File: config.mk
export PLATFORM = sky130hd
export DESIGN_NAME = pc_source_unit
export DESIGN_NICKNAME = d
export VERILOG_FILES = /design/src/rtl/pc_source_unit.sv
export SDC_FILE = /design/constraint.sdc
export NUM_CORES = 1
export LEC_CHECK = 0
export CAP_MARGIN = 25
export CORE_AREA = 2 2 117 119
export DETAILED_ROUTE_END_ITERATION = 16
export DIE_AREA = 0 0 119 121
export HOLD_SLACK_MARGIN = 0.06
export PLACE_DENSITY = 0.73
export SYNTH_ARGS = -nofsm -noshare
export SYNTH_HDL_FRONTEND = slang
export SYNTH_SLANG_ARGS = --single-unit
File: constraint.sdc
create_clock -name clk -period 5.1 [get_ports clk]
set_input_delay 1.53 -clock clk [delete_from_list [all_inputs] [get_ports clk]]
set_output_delay 1.53 -clock clk [all_outputs]
set_load 0.1 [all_outputs]
File: src/rtl/pc_source_unit.sv
// pc_source_unit
// Program-counter source unit for the multicycle CPU datapath. Picks the next
// PC from a packed set of candidate buses (one slot hardwired to the exception
// vector), loads it into the PC register on an unconditional or branch write,
// and handles exception redirection, EPC capture and error/alignment flags.
module pc_source_unit #(
  parameter int               WIDTH      = 32,
  parameter int               NUM_SRC    = 6,
  parameter int               SEL_W      = 3,
  parameter int               VEC_SLOT   = 3,
  parameter logic [WIDTH-1:0] EXC_VECTOR = 32'h0000_00FD,
  parameter logic [WIDTH-1:0] RESET_PC   = 32'h0000_0000
) (
  input  logic                     clk,
  input  logic                     reset,
  input  logic [SEL_W-1:0]         pc_src,
  input  logic [NUM_SRC*WIDTH-1:0] data_in,
  input  logic                     pc_write,
  input  logic                     pc_write_cond,
  input  logic                     zero,
  input  logic                     cond_invert,
  input  logic                     exc,
  output logic [WIDTH-1:0]         next_pc,
  output logic [WIDTH-1:0]         pc_out,
  output logic [WIDTH-1:0]         epc_out,
  output logic                     sel_err,
  output logic                     misaligned
);

  // One extra bit so NUM_SRC == 2^SEL_W still compares correctly.
  localparam logic [SEL_W:0] NUM_SRC_W = (SEL_W + 1)'(NUM_SRC);

  logic [WIDTH-1:0] cand;
  logic             src_valid;
  logic             take;

  // Candidate mux: the vector slot is replaced by the exception address and
  // selectors beyond the last slot yield zero.
  always_comb begin
    cand = '0;
    for (int i = 0; i < NUM_SRC; i++) begin
      if (pc_src == SEL_W'(i)) begin
        if (i == VEC_SLOT) begin
          cand = EXC_VECTOR;
        end else begin
          cand = data_in[i*WIDTH +: WIDTH];
        end
      end
    end
  end

  // Load decision and the combinational next-PC view seen by the datapath.
  always_comb begin
    src_valid = ({1'b0, pc_src} < NUM_SRC_W);
    take      = pc_write | (pc_write_cond & (zero ^ cond_invert));
    next_pc   = exc ? EXC_VECTOR : cand;
  end

  // PC, EPC and flag registers; priority is reset, then exception, then load.
  always_ff @(posedge clk) begin
    if (reset) begin
      pc_out     <= RESET_PC;
      epc_out    <= '0;
      sel_err    <= 1'b0;
      misaligned <= 1'b0;
    end else if (exc) begin
      epc_out    <= pc_out;
      pc_out     <= EXC_VECTOR;
      misaligned <= |EXC_VECTOR[1:0];
    end else if (take) begin
      if (src_valid) begin
        pc_out     <= cand;
        misaligned <= |cand[1:0];
      end else begin
        sel_err    <= 1'b1;
        misaligned <= 1'b0;
      end
    end else begin
      misaligned <= 1'b0;
    end
  end

endmodule

==> impl_metrics.yaml <==
floorplan:
  dieArea_sq_um: 14400
  dieHeight_um: 121
  start_util_pct: 30.50
  die_x_um: 119
  ios: 300
  core-area_sq_um: 13090
  rows: 42
flow_run:
  maxCapViolations: 0
critical_path:
  path_class: "primary input to output pin"
  critPathCaptureType: "output pin"
  worstReg2RegStart: "pc_out[0]$_SDFFE_PP0P_"
  reg2reg_depth: 3
  arrival_ns: 3.18
  r2r_end: "pc_out[0]$_SDFFE_PP0P_"
  reg2reg_slack_ns: 4.28
  startpoint_type: "primary input"
  cp.required_ns: 3.57
  cp_max_fo: 33
placement:
  post_dp_cell_area_sq_um: 7136
  io_buffers: 267
  place.gp.congestion: 0.8556
  hpwl_mm: 11.97
grt:
  grt_max_degree: 51
  grt_pass1_wl_mm: 23.60
  antenna_found_initial: 0
  use_met2_pct: 37.46
  grt_remaining_overflow: 0
  grt_usage_pct: 20.90
  top_usage_layer: "met2"
  use_met3_pct: 7.284
  first_global_vias: 4551
  grtUsageMet1_pct: 22.67
clocking:
  cts.path.max_buffers: 2
  clk_pin_slew_ns: 0.06
  h-tree-depth: 3
  cts_buffers: 9
  ctsResizeCount: 0
  cts_setup_buffers: 0
  clkLatencyLatePin_ns: 0.33
  cts_tree: "yes"
  clock-root-buffer: "clkbuf_16"
  cts_sinks: 66
  hold_buffers: 0
routing:
  drc: 0
  ant_nets: 0
  viasPerCell: 5.076
  drt_iter0_drc: 196
  wl_per_cell_um: 17.92
  vias: 4391
  first_pass_iters: 4
  wl_mm: 15.50
timing:
  fin_crit_ns: 4.711
  slew_headroom_pct: 31.25
  setup_viol: 0
  timing.final.crit_share_pct: 92.38
  report.final.slew_viol_count: 0
  hold_viol_final: 0
  finClkSkew_ns: 0.003392
  rsz0062_at_grt: "false"
  tightest_slew_ns: 1.028
  timing.fmax_ghz: 0.2123
  finalSetupTns_ns: 0
synthesis:
  netlist_area_sq_um: 3991
  ys_seq_elements: 66
  synthCells: 440
  synth_nets: 642
  synth_edf_count: 0
  synth.avg_cell_area_sq_um: 9.071
  ys_warn_count: 0
  ys.flop_type: "dfxtp_1"
  ys_seq_area_share_pct: 33.10
  yosysUniqueCellTypes: 33
  async_flop_share_pct: 0
hold_path:
  worstHoldEndpoint: "pc_out[21]$_SDFFE_PP0P_"
  worstHoldStart: "pc_out[21]$_SDFFE_PP0P_"
  hold_path.class: "register to register"
  whs_path_depth: 1
status:
  status: "finished, final reports clean"
pwr:
  ir_worst_vdd_v: 0.0002767
  intPower_mw: 1.282
  swShare_pct: 36.32
  power.clock.fraction_pct: 34.3
  cellPowerDensity_nw_per_um2: 269.4
  power.share.sequential_pct: 27.5
  p_leak_nw: 2.974
  power_frac_comb_pct: 38.1
  p_switching_mw: 0.7311
layout:
  area_growth_syn_to_layout_pct: 87.21
  n_antenna_cell: 0
  fin_area_sq_um: 7472
  drive_gt1_share_pct: 16.26
  fin_nets: 886
synth_stat cells, types with 6 or more instances:
library cell  instances  share of area [%]
a221o_1               6                1.5
nor3_1                7               0.88
nand2b_1              7                1.1
buf_2                15                1.9
o21ai_1              16                2.0
a22oi_1               7                1.3
o21ai_0              44                5.5
mux2i_1              81                 20
o2bb2ai_2            20                7.5
clkbuf_1             20                1.9
nor2b_1               7                1.1
o2bb2ai_1            29                6.4
nor2_1               66                6.2
o211a_1               8                2.0
o21bai_1              7                1.3
dfxtp_1              66                 33
power by group through the flow:
stage | combinational [mW] | sequential, mW | clock, mW
2_1_floorplan | 0.312 | 0.715 | 0
3_3_place_gp | 0.761 | 0.564 | 0
3_5_place_dp | 0.769 | 0.565 | 0
4_1_cts | 0.771 | 0.555 | 0.708
5_1_grt | 0.800 | 0.557 | 0.729
6_report | 0.767 | 0.555 | 0.691
worst max-delay path, stage by stage:
cell     delay (ns)
buf_4          0.38
buf_4          0.29
and3b_1        0.36
inv_1          0.08
o32ai_1        0.20
nor2_1         0.12
buf_12         0.22
worst max path at each step:
| stage | start | end | slack (ns) | cells after the start |
|---|---|---|---|---|
| 6_report | pc_src[0] | next_pc[1] | 0.39 | 7 |
| 5_1_grt | pc_src[0] | next_pc[1] | 0.24 | 7 |
| 4_1_cts | pc_src[0] | next_pc[1] | 0.39 | 7 |
| 3_5_place_dp | pc_src[0] | next_pc[1] | 0.40 | 7 |
| 3_3_place_gp | pc_src[0] | next_pc[0] | 0.45 | 6 |
| 2_1_floorplan | pc_src[0] | next_pc[1] | 0.12 | 6 |
metal layers:
layer,vias up,routed length [um]
li1,2104,-
met1,2067,5876
met2,187,7953
met3,33,1243
met4,0,424
met5,-,0
flip-flops by register name, summed over array words and instances (netlist names):
| register | flops |
|---|---|
| misaligned | 1 |
| pc_out | 32 |
| sel_err | 1 |
| epc_out | 32 |
cell families (layout without fill, tap and decap cells):
family | count (synthesis) | after routing | synth area share (%)
compound gates | 145 | 145 | 29.09
simple gates | 94 | 94 | 10.60
mux | 81 | 81 | 20.31
flops | 66 | 66 | 33.10
buf+inv | 53 | 302 | 6.677
xor+xnor | 1 | 1 | 0.2195
cells in the final DEF, fill, tap and decap left out, types with 2 or more instances in the layout:
master / count
clkdlybuf4s50_1: 231
mux2i_1: 81
dfxtp_1: 66
o21ai_0: 44
nor2_1: 42
buf_12: 34
o2bb2ai_1: 29
nor2_2: 24
o2bb2ai_2: 20
o21ai_1: 16
buf_4: 14
clkbuf_16: 9
o211a_1: 8
nor3_1: 7
o21bai_1: 7
nand2b_1: 7
a22oi_1: 7
nor2b_1: 6
a221o_1: 6
inv_1: 5
and3b_1: 2
a221oi_1: 2
o21a_1: 2
clkinv_4: 2
bufinv_16: 2
buf_2: 2
stage by stage:
| stage | setup WS [ns] | hold slack, ns | instances | util (%) | total power [mW] |
|---|---|---|---|---|---|
| after floorplan | 0.1168 | 0.9405 | 440 | - | 1.028 |
| after global placement | 0.4472 | 0.4529 | 849 | 54.53 | 1.325 |
| after detailed placement | 0.3970 | 0.4744 | 849 | 54.53 | 1.334 |
| after CTS | 0.3901 | 0.4881 | 865 | 57.10 | 2.033 |
| after global routing | 0.2387 | 0.5032 | 865 | 57.10 | 2.086 |
| final | 0.3887 | 0.4897 | 865 | 57.10 | 2.013 |
cell type report:
| class | instances | area, sq um |
|---|---|---|
| multi-input cells | 321 | 2467 |
| inverters | 5 | 18.77 |
| repair buffers | 281 | 3108 |
| well taps | 176 | 220.2 |
| clock buffers | 10 | 239.0 |
| fillers | 1099 | 5613 |
| flip-flops and latches | 66 | 1321 |
| clock inverters | 6 | 97.59 |
Power figures use the tool's default switching activity.
